File: config.mk
export PLATFORM = sky130hd
export DESIGN_NAME = serial_subtractor16
export DESIGN_NICKNAME = d
export VERILOG_FILES = /design/src/rtl/serial_subtractor16.sv
export SDC_FILE = /design/constraint.sdc
export NUM_CORES = 1
export LEC_CHECK = 0
export BUFFER_PORTS_ARGS = -buffer_cell sky130_fd_sc_hd__buf_2
export CELL_PAD_IN_SITES_DETAIL_PLACEMENT = 1
export CELL_PAD_IN_SITES_GLOBAL_PLACEMENT = 1
export CORE_ASPECT_RATIO = 1.75
export CORE_UTILIZATION = 40
export DETAILED_ROUTE_END_ITERATION = 16
export HOLD_SLACK_MARGIN = 0.12
export PLACE_DENSITY = 0.78
export SYNTH_ARGS = -nofsm -noshare
export SYNTH_HDL_FRONTEND = slang
export SYNTH_SLANG_ARGS = --single-unit
File: constraint.sdc
create_clock -name clk -period 4.6 [get_ports clk]
set_input_delay 0.69 -clock clk [delete_from_list [all_inputs] [get_ports clk]]
set_output_delay 0.69 -clock clk [all_outputs]
set_load 0.02 [all_outputs]
File: src/rtl/serial_subtractor16.sv
// Bit-serial unsigned subtractor: Diff = {0, Bout, A - B - Bin}, one bit per clock, LSB first.
// Result format matches the 16-bit ripple-carry adder's zero-extended Sum.
module serial_subtractor16 #(
  parameter int WIDTH = 16
) (
  input  logic                 clk,
  input  logic                 rst,
  input  logic                 start,
  input  logic [WIDTH-1:0]     A,
  input  logic [WIDTH-1:0]     B,
  input  logic                 Bin,
  output logic                 busy,
  output logic                 done,
  output logic [2*WIDTH-1:0]   Diff
);

  localparam int CW = (WIDTH > 2) ? $clog2(WIDTH) : 1;
  localparam logic [CW-1:0] LAST = CW'(WIDTH - 1);

  typedef enum logic [1:0] {
    IDLE = 2'd0,
    RUN  = 2'd1,
    DONE = 2'd2
  } state_t;

  state_t            state;
  state_t            state_next;
  logic [WIDTH-1:0]  a_sr;
  logic [WIDTH-1:0]  b_sr;
  logic [WIDTH-1:0]  d_sr;
  logic [CW-1:0]     cnt;
  logic              borrow;

  logic a_bit;
  logic b_bit;
  logic d_bit;
  logic borrow_next;
  logic last_bit;

  // Single full-subtractor cell fed from the LSBs of the operand shift registers.
  always_comb begin
    a_bit       = a_sr[0];
    b_bit       = b_sr[0];
    d_bit       = a_bit ^ b_bit ^ borrow;
    borrow_next = (~a_bit & b_bit) | (~(a_bit ^ b_bit) & borrow);
    last_bit    = (cnt == LAST);
  end

  always_ff @(posedge clk or posedge rst) begin
    if (rst) begin
      state <= IDLE;
    end else begin
      state <= state_next;
    end
  end

  always_comb begin
    state_next = state;
    case (state)
      IDLE:    if (start) state_next = RUN;
      RUN:     if (last_bit) state_next = DONE;
      DONE:    state_next = IDLE;
      default: state_next = IDLE;
    endcase
  end

  // Diff is only written on the final RUN edge, so it never shows partial results.
  always_ff @(posedge clk or posedge rst) begin
    if (rst) begin
      a_sr   <= '0;
      b_sr   <= '0;
      d_sr   <= '0;
      cnt    <= '0;
      borrow <= 1'b0;
      Diff   <= '0;
    end else begin
      case (state)
        IDLE: begin
          if (start) begin
            a_sr   <= A;
            b_sr   <= B;
            borrow <= Bin;
            cnt    <= '0;
            d_sr   <= '0;
          end
        end
        RUN: begin
          a_sr   <= a_sr >> 1;
          b_sr   <= b_sr >> 1;
          d_sr   <= {d_bit, d_sr[WIDTH-1:1]};
          borrow <= borrow_next;
          cnt    <= cnt + CW'(1);
          if (last_bit) begin
            Diff <= {{(WIDTH-1){1'b0}}, borrow_next, d_bit, d_sr[WIDTH-1:1]};
          end
        end
        default: begin
        end
      endcase
    end
  end

  assign busy = (state == RUN);
  assign done = (state == DONE);

endmodule

== Word-level counts from Yosys, hierarchy flattened ==
Index checks and enable logic that the tools add are counted.
Word-level totals
  flip-flop bits (word level): 72
  input bits: 36
  logic and storage cells: 38
Cells by class
  $add $sub $neg: 1
  equality and inequality tests: 5
  multiplexer cells: 13
  bitwise gates (word level): 7
  reductions and logical operators: 5
Operators by type and width (number)
  $pmux 16 s2: 3
  $mux 16: 3
  $pmux 4 s2: 1
  $reduce_and 2->1: 3
  $add 4x1->4 const B: 1
  $eq 4x4->1 const B: 1
  $mux 2: 2
  $mux 4: 1
  $pmux 2 s2: 1
  $and 1x1->1: 2
  $eq 2x1->1 const B: 1
  $eq 2x2->1 const B: 1
  $logic_not 2->1: 1
  $ne 2x1->1 const B: 1
  $ne 2x2->1 const B: 1
  $not 1->1: 2
  $pmux 1 s2: 1
  $reduce_bool 2->1: 1
  $xor 1x1->1: 2
  $mux 1: 1
  $or 1x1->1: 1

== Logic depth before layout (Yosys ltp) ==
Gate-level depths: netlist (run 1).
  word-level depth: 5
  mapped depth: 6
  depth with buffers taken out: 4

== Least setup slack after synthesis (run 1) ==
OpenSTA, ideal clock, no wires.
  path kind: flip-flop to output port
  start: register state[1]
  end: output done
  data arrival time: 1.100 ns
  data required time: 3.910 ns
  slack: 2.810 ns
  stages on the path, launching flop included: 4
  buffers on the path: 2
  cell sequence: dfrtp_1 buf_2 clkbuf_1 nor2b_1
On the way
  word-level cells in the longest chain between the ends: 1
RTL lines
  start: declaration: RTL line 26  | state_t state;
  start signal: assignment: RTL line 53  | state <= state_next;
  $eq 2x2->1: RTL line 104  | assign done = (state == DONE);
  end: declaration: RTL line 13  | output logic done,
Every way passes these cells.

== Worst setup path after layout (run 1) ==
  start: input start
  end: register b_sr[5]
On the way
  word-level cells in the longest chain between the ends: 2
RTL lines
  start: declaration: RTL line 8  | input logic start,
  $ne 2x2->1 (no source line)
  $reduce_and 2->1 (no source line)
  end signal: assignment: RTL line 89  | b_sr <= b_sr >> 1;
  end: declaration: RTL line 29  | logic [WIDTH-1:0] b_sr;
Every way passes these cells.
A chain may end at the register's enable or synchronous reset.

==> results of run 1 <==
kinds of logic (layout without fill, tap and decap cells):
kind of cell	count (synthesis)	count (layout)
flip-flops	71	71
multiplexers	16	16
adder cells (fa/ha/maj)	2	2
AO/OA/AOI/OAI	116	116
other	1	15
AND/OR/NAND/NOR	50	50
buffers and inverters	41	78
layout by cell type (no fill, tap or decap), types with 3 or more instances in the layout:
master / synthesis / routed
mux2_1: 9 / 9
and3b_1: 4 / 4
bufinv_16: 0 / 3
nand2_1: 9 / 9
a2bb2oi_1: 3 / 3
nor2b_1: 29 / 28
a21oi_1: 31 / 31
buf_4: 16 / 4
a22oi_1: 26 / 26
a22o_1: 16 / 16
mux2_2: 7 / 7
o21ai_0: 32 / 32
o21ai_1: 5 / 5
nand3_1: 4 / 4
dfrtp_1: 71 / 71
clkbuf_16: 0 / 9
conb_1: 1 / 15
buf_2: 8 / 54
where the power goes:
group / internal [mW] / switching, mW
logic: 0.347 / 0.474
registers: 0.870 / 0.165
clock network: 0.542 / 0.265
total: 1.76 / 0.904
cell type report:
cell class	instances	area, µm²	area share (%)
clock buffer	10	239.0	6.187
inverter	4	15.01	0.3887
multi-input combinational	199	1311	33.95
timing repair buffer	58	300.3	7.775
tap	90	112.6	2.915
clock inverter	6	107.6	2.786
sequential	71	1777	46.00
through the flow:
step | power [mW] | hold WS, ns | util [%]
2_1_floorplan | 1.653 | 0.4502 | -
3_3_place_gp | 1.827 | 0.4634 | 44.46
3_5_place_dp | 1.876 | 0.4736 | 44.46
4_1_cts | 2.695 | 0.4862 | 48.84
5_1_grt | 2.829 | 0.5071 | 48.84
6_report | 2.663 | 0.4769 | 48.84
routing by layer:
layer  part of all wire [%]  vias to the layer above  GRT usage [%]
met5                      0                        -              0
met4                    2.7                        0          9.875
met3                    3.1                       16          2.647
met2                     53                       58          32.26
met1                     41                     1217          22.26
li1                       -                     1127              -
flip-flops by register name, indices dropped and copies added (netlist names):
| signal | cells |
|---|---|
| Diff | 17 |
| a_sr | 16 |
| b_sr | 16 |
| borrow | 1 |
| cnt | 4 |
| d_sr | 15 |
| state | 2 |
how the worst max path moves through the flow:
stage / depth (start not counted) / slack (ns) / endpoint
after CTS: 4 / 2.12 / b_sr[5]
final: 4 / 2.15 / b_sr[5]
after floorplan: 1 / 2.11 / Diff[0]
after global routing: 4 / 1.96 / a_sr[4]
after global placement: 4 / 1.94 / a_sr[5]
after detailed placement: 4 / 1.83 / b_sr[8]
synth_stat cells (all sizes together) (3+ instances only):
cell type / number
dfrtp: 71
o21ai: 37
a21oi: 31
nor2b: 29
buf: 28
a22oi: 26
a22o: 16
mux2: 16
clkbuf: 9
nand2: 9
and3b: 4
inv: 4
nand3: 4
a2bb2oi: 3
worst max-delay path: stages:
cell	delay (ns)
buf_2	0.49
nor2b_2	1.05
a21oi_1	0.22
o21ai_0	0.22
==> results.txt, run 1 <==
Top cell type by total area after synthesis: dfrtp_1
Total grt overflow: 0
I/O Pins: 70
Port bufs: 54
Worst-path fanout max: 35
Fin crit share: 53.34%
Routed via count: 2418
Fill count: 894
RR Endpoint: b_sr[5]
Flops & latches, synth: 71
CP Launch Point: start
Yosys warns: 0
Hold-critical path endpoint: Diff[6]
Max-slew headroom at the worst pin: 21.55%
Synth Area per Inst: 11.04 µm²
Largest net degree at the start of global routing: 44
Cells on worst reg2reg path: 4
Vias in the first global route: 2588
Hold Fails Final Rpt: 0
Outcome: finished clean
Post-synth EDFFs: 0
Power density cells: 689.4 nW/µm²
Routed WL: 7.393 mm
Crit path required time: 4.84 ns
CTS Hold Buffers Added: 0
Max Freq: 407.5 MHz
Final setup vio count: 0
CP Class: primary input to flop
TritonCTS buffer count: 9
Post-placement cell area: 3516 µm²
RSZ-0062 raised after global routing: no
CTS tree: yes
Synth Flop Type: dfrtp_1
Mapped Area: 3279 µm²
Adder-cell share of the synthesized area: 0.9920%
Ant diodes: 0
Placed cell count: 422
Placer Congestion: 0.7287
Iter 0 DRT Violations: 104
Async SR Flop Fraction: 100.0%
FF-to-FF Start: state[1]
Hold Crit Start: Diff[6]
Cell Rows: 43
Via density: 5.521
Global-route wire length before repair: 12.57 mm
Synth unique cells: 31
Die Y: 121.8 µm
Synth top area cells: dfrtp_1 (54%), a22oi_1 (6.0%), nor2b_1 (5.5%)
Routed Antenna Nets: 0
Sequential fraction of the synthesis area: 54.18%
Xor-xnor portion of the synthesized cell area: 0%
Share of cells above drive strength 1: 24.71%
Crit. End Element: flop
Largest family of logic cells by synthesized area: compound AO/OA/AOI/OAI gates
Total global-route track usage: 18.68%
Clk_skew: 0.004422 ns
Drt pass-1 iters: 4
Drt drc: 0
P_leak: 1.852 nW
Clock slew at the register clock pins of the worst setup and hold paths: 0.06 ns
Htree depth: 3
Pre-CTS setup slack: 1.835 ns
Minimum clock period: 2.454 ns
Final worst setup slack: 2.146 ns
Initial antenna violation count: 0
Core area: 7909 µm²
R2R setup slack: 2.49 ns
Post-CTS Setup Repair Bufs: 0
Fin nets: 381
Max clock buf depth: 2
Top cell type's share of synthesized area: 54.18%
Worst EP arrival: 2.69 ns
CTS Root Cell: clkbuf_16
DP Wirelength: 4.715 mm
VDD IR-drop max: 285.3 µV
Die area: 8579 µm²
Setup TNS: 0 ns
Initial Utilization: 41.46%
Hold path cells: 1
Routed WL per cell: 16.88 µm
Clock tree sinks: 71
CP startpoint kind: primary input
Synth Area in Compound Gates: 22.13%
Design area: 3862 µm²
Max cap viols: 0
Post-CTS Resized: 0
Clk_lat worst skew: 0.33 ns
Mapped Cells: 297
Layout area overhead: 17.78%
Final std cells w/o fill: 438
Min-delay worst type: flop to flop
Final Max Tran Viols: 0
Least-Margin Pin Slew: 1.171 ns
Post-synthesis mux area share: 5.494%
Simple-Gate Fraction of Synth Area: 9.462%
Die width: 70.45 µm
Note: power is estimated with default switching activity, not from simulation.
==> run 2, diff against run 1 <==
--- a/config.mk
+++ b/config.mk
@@ -9,10 +9,10 @@
 export CELL_PAD_IN_SITES_DETAIL_PLACEMENT = 1
 export CELL_PAD_IN_SITES_GLOBAL_PLACEMENT = 1
 export CORE_ASPECT_RATIO = 1.75
-export CORE_UTILIZATION = 40
+export CORE_UTILIZATION = 38
 export DETAILED_ROUTE_END_ITERATION = 16
 export HOLD_SLACK_MARGIN = 0.12
-export PLACE_DENSITY = 0.78
+export PLACE_DENSITY = 0.77
 export SYNTH_ARGS = -nofsm -noshare
 export SYNTH_HDL_FRONTEND = slang
 export SYNTH_SLANG_ARGS = --single-unit
==> constraint.sdc (replaced) <==
create_clock -name clk -period 2 [get_ports clk]
set_input_delay 0.3 -clock clk [delete_from_list [all_inputs] [get_ports clk]]
set_output_delay 0.3 -clock clk [all_outputs]
set_load 0.02 [all_outputs]
==> run 2 against run 1 <==
  * First-iteration DRC count down 17%
  * Worst hold slack lost 0.25 ns
  * Clock power is 120% higher
  * Final area up 2.2%
  * Final cell count grew 7.3%
  * Largest power group unchanged
==> results.txt, run 2 (same netlist as run 1, synthesis figures left out) <==
Combinational power share: 32.0%
Routed WL per cell: 16.53 µm
Via density: 5.279
CTS tree: yes
Routed WL: 7.770 mm
Hold Crit Start: B[15]
Routed Antenna Nets: 0
Length of routed wiring on met1: 3.242 mm
Fill count: 907
WHS: 0.2317 ns
Share of cells above drive strength 1: 25.35%
Final setup vio count: 0
Ant diodes: 0
Largest regs: Diff: 17 flops, a_sr: 16 flops, b_sr: 16 flops
RR Endpoint: Diff[11]
Max Freq: 529.5 MHz
Die width: 72.23 µm
Port bufs: 54
Outcome: finished clean
Power density cells: 1547 nW/µm²
Htree depth: 3
Fin nets: 388
Placer Congestion: 0.7439
TritonCTS buffer count: 9
Max-slew headroom at the worst pin: 32.93%
Hold-critical path endpoint: b_sr[15]
Cell Rows: 44
Minimum clock period: 1.889 ns
Footprint of the multi-input gates: 1311 µm²
Most frequent cells in the layout: dfrtp_1 (71), buf_2 (54), o21ai_0 (32)
Min-delay worst type: primary input to flop
DP Wirelength: 5.088 mm
Core area: 8313 µm²
Crit-path slowest cell: dfrtp_1
Max clock buf depth: 2
Fin crit share: 94.44%
CP startpoint kind: flop
Initial Utilization: 39.45%
Clock slew at the register clock pins of the worst setup and hold paths: 0.05 ns
Drt pass-1 iters: 5
Cells on worst reg2reg path: 4
Number of flip-flops under the largest register name: 17
Clock share of power: 28.5%
CTS Root Cell: clkbuf_16
Max incr delay on CP: 0.40 ns
Die Y: 124.9 µm
Least-Margin Pin Slew: 1.005 ns
Total global-route track usage: 19.31%
Final Max Tran Viols: 0
Setup TNS: 0 ns
Hold path cells: 3
Largest net degree at the start of global routing: 38
Worst EP arrival: 1.59 ns
FF-to-FF Start: cnt[0]
Post-CTS Setup Repair Bufs: 0
Reg power frac: 39.5%
Drt drc: 0
Clk_lat worst skew: 0.34 ns
Max cap viols: 0
Total grt overflow: 0
Hold Fails Final Rpt: 0
Register area: 1777 µm²
Worst-path fanout max: 19
R2R setup slack: 0.23 ns
Pre-CTS setup slack: 0.2885 ns
Global-route wire length before repair: 13.34 mm
Switching part of the total power: 34.47%
Crit path required time: 1.70 ns
Crit. End Element: output port
Die area: 9020 µm²
CP Launch Point: state[1]
Iter 0 DRT Violations: 86
Layout area overhead: 20.34%
Met3 Wirelength: 301 µm
Top reg by flops: Diff
Max layer used: met4
Vias in the first global route: 2676
Commonest non-fill, non-tap cell in the layout: dfrtp_1
P_int: 4.001 mW
Routed met2 length: 4.008 mm
Cell chain of the critical path: nand2b_1 -> inv_4 -> buf_2
RSZ-0062 raised after global routing: no
CP Class: flop to output port
VDD IR-drop max: 610.2 µV
Clock tree sinks: 71
P_sw: 2.105 mW
Initial antenna violation count: 0
P_leak: 1.877 nW
Routed via count: 2481
I/O Pins: 70
Fin util: 47.47%
Clk_skew: 0.005219 ns
Final worst setup slack: 0.1113 ns
run 2: cell types whose count changed in the layout (fill, tap and decap cells not counted), sizes merged:
cell         before  now
buf              58   64
clkbuf           10   13
bufinv            3    2
dlygate4sd3       0    1
inv               4    3
clkinv            2    1
run 2: worst max path at each step:
stage / to / slack, ns / cells past startpoint
2_1_floorplan: Diff[0] / 0.47 / 5
3_3_place_gp: Diff[11] / 0.32 / 4
3_5_place_dp: Diff[3] / 0.29 / 4
4_1_cts: busy / 0.007 / 3
5_1_grt: busy / 0.04 / 3
6_report: busy / 0.11 / 3
run 2: cell type report:
| cell class | count | area share (%) |
|---|---|---|
| inverter | 4 | 0.5390 |
| timing repair buffer | 65 | 9.322 |
| clock inverter | 3 | 1.649 |
| clock buffer | 13 | 6.595 |
| tap | 115 | 3.646 |
| multi-input combinational | 199 | 33.23 |
| sequential | 71 | 45.02 |
run 2: metal layers:
metal  vias up  track usage [%]
met5         -                0
met4         0            9.227
met3        16            5.340
met2        59            31.17
met1      1261            23.31
li1       1145                -
run 2: critical path, delay by kind of cell, from the launching register on:
family                 cells  cell delay, ns
buffers and inverters      2            0.50
DFF                        1            0.40
and+or+nand+nor            1            0.35
run 2: power by group through the flow:
stage / combinational, mW / clock [mW] / sequential (mW)
final: 1.95 / 1.74 / 2.41
after floorplan: 1.33 / 0 / 2.47
after global placement: 1.87 / 0 / 2.40
after CTS: 1.99 / 1.79 / 2.42
after global routing: 2.19 / 1.85 / 2.50
after detailed placement: 1.96 / 0 / 2.42
run 2: per-stage QoR:
step | area, µm² | power (mW) | cells
final | 3946 | 6.106 | 470
after global routing | 3946 | 6.531 | 470
after CTS | 3944 | 6.193 | 470
after detailed placement | 3608 | 4.383 | 453
after global placement | 3608 | 4.272 | 453
after floorplan | 3336 | 3.802 | 311
run 2: timing repair:
action                     in CTS  in global routing
hold buffers                    1                  0
gates resized for setup         0                  2
hold endpoints to repair       18                  0
setup endpoints to repair       0                  1
==> run 3, diff against run 2 <==
--- a/config.mk
+++ b/config.mk
@@ -13,6 +13,7 @@
 export DETAILED_ROUTE_END_ITERATION = 16
 export HOLD_SLACK_MARGIN = 0.12
 export PLACE_DENSITY = 0.77
+export SETUP_SLACK_MARGIN = 0.2
 export SYNTH_ARGS = -nofsm -noshare
 export SYNTH_HDL_FRONTEND = slang
 export SYNTH_SLANG_ARGS = --single-unit
==> run 3 against run 2 <==
  * Global-route usage up 0.12 points
  * Flip-flop and latch count unchanged
  * Maximum frequency up 12%
  * Largest power group unchanged
  * Worst hold slack hardly changed
  * Worst setup slack better by 0.20 ns
  * Non-clock buffer count rose by 3
  * Clock skew hardly changed
  * Combinational power up 3%
  * Die area is the same
  * Final cell count is 0.64% higher
  * Critical path type unchanged
  * Core utilization grew 0.53 points
  * Sequential share of layout area shrank 0.49 points
==> results.txt, run 3 (same netlist as run 1, synthesis figures left out) <==
Outcome: finished clean
Commonest non-fill, non-tap cell in the layout: dfrtp_1
Initial antenna violation count: 0
Switching part of the total power: 34.42%
Core area: 8313 µm²
CP Class: flop to output port
Clk_skew: 0.005505 ns
Die area: 9020 µm²
Initial Utilization: 39.45%
CP startpoint kind: flop
CP Capture Point: busy
Crit. End Element: output port
Fin crit share: 84.58%
FF-to-FF Start: state[1]
Minimum clock period: 1.692 ns
Cells on worst reg2reg path: 6
P_sw: 2.122 mW
Max clock buf depth: 2
Crit path required time: 1.70 ns
Largest regs: Diff: 17 flops, a_sr: 16 flops, b_sr: 16 flops
P_leak: 1.893 nW
Port bufs: 54
Via density: 5.264
Routed via count: 2490
Placer Congestion: 0.7439
Placed cell count: 453
Final std cells w/o fill: 473
Most frequent cells in the layout: dfrtp_1 (71), buf_2 (54), o21ai_0 (32)
R2R setup slack: 0.36 ns
WHS: 0.2313 ns
CTS Root Cell: clkbuf_16
Hold Fails Final Rpt: 0
Largest net degree at the start of global routing: 38
Cell Rows: 44
Worst EP arrival: 1.39 ns
Final setup vio count: 0
Ant diodes: 0
Combinational power share: 32.6%
P_int: 4.044 mW
Hold Crit Start: B[15]
Final Max Tran Viols: 0
Setup TNS: 0 ns
Layout area overhead: 21.67%
Total grt overflow: 0
Routed WL per cell: 16.54 µm
Iter 0 DRT Violations: 79
Total global-route track usage: 19.42%
Design area: 3990 µm²
Worst-path fanout max: 7
TritonCTS buffer count: 9
Global-route wire length before repair: 13.42 mm
Htree depth: 3
Routed Antenna Nets: 0
VDD IR-drop max: 626.0 µV
Min-delay worst type: primary input to flop
RR Endpoint: a_sr[2]
Die Y: 124.9 µm
CP Launch Point: state[1]
Routed WL: 7.824 mm
Drt pass-1 iters: 4
Die width: 72.23 µm
Share of cells above drive strength 1: 26.26%
I/O Pins: 70
CTS tree: yes
Post-placement cell area: 3608 µm²
Fin nets: 391
Max-slew headroom at the worst pin: 34.35%
DP Wirelength: 5.088 mm
Drt drc: 0
Least-Margin Pin Slew: 0.9841 ns
Max cap viols: 0
RSZ-0062 raised after global routing: no
Clock tree sinks: 71
Vias in the first global route: 2696
Reg power frac: 39.1%
Clk_lat worst skew: 0.34 ns
Top reg by flops: Diff
Clock share of power: 28.2%
Max Freq: 591.1 MHz
Power density cells: 1545 nW/µm²
Number of flip-flops under the largest register name: 17
Clock slew at the register clock pins of the worst setup and hold paths: 0.05 ns
==> run 3: changes by cell type in the layout (fill, tap and decap cells not counted), sizes merged <==
cell	delta
buf	+3
==> run 3: power groups by stage <==
stage | registers, mW | logic, mW | clock network [mW]
floorplan | 2.47 | 1.33 | 0
finish | 2.41 | 2.01 | 1.74
global placement | 2.40 | 1.87 | 0
detailed placement | 2.42 | 1.96 | 0
CTS | 2.42 | 2.03 | 1.79
global route | 2.50 | 2.25 | 1.85
==> run 3: cell type report <==
cell class	count	area, µm²
inverters	4	21.27
multi-input cells	199	1316
clock buffers	13	260.3
well taps	115	143.9
repair buffers	68	406.6
fillers	907	4323
flip-flops and latches	71	1777
clock inverters	3	65.06
==> run 3: worst min path at each step <==
stage                           to  cells past startpoint  slack (ns)
final                     b_sr[15]                      3        0.23
after CTS                 b_sr[13]                      3        0.22
after detailed placement   Diff[1]                      2        0.35
after floorplan           a_sr[12]                      2        0.45
after global routing      b_sr[15]                      3        0.24
after global placement     b_sr[2]                      2        0.35
==> run 3: layer usage <==
layer | up-vias | global-route usage, % | wire length, µm
met3 | 19 | 5.340 | 303
met4 | 0 | 9.227 | 226
li1 | 1148 | - | -
met2 | 60 | 31.45 | 4057
met5 | - | 0 | 0
met1 | 1263 | 23.41 | 3236
==> run 3: timing repair <==
| action | in CTS | in global routing |
|---|---|---|
| setup buffers | 2 | 1 |
| pin swaps | 0 | 1 |
| endpoints found under the hold margin | 18 | 0 |
| gates resized for setup | 1 | 2 |
| hold buffers | 1 | 0 |
| setup endpoints to repair | 1 | 17 |
==> run 3: per-stage QoR <==
stage	utilization (%)	power, mW	setup slack [ns]
after floorplan	-	3.802	0.4679
after global placement	43.41	4.272	0.3184
after detailed placement	43.41	4.383	0.2885
after CTS	47.65	6.238	0.2069
after global routing	48.00	6.595	0.2011
final	48.00	6.166	0.3083
==> run 3: worst max-delay path, stage by stage, from the launching register on <==
cell	delay [ns]
dfrtp_1	0.40
nand2b_1	0.35
inv_4	0.12
buf_2	0.18
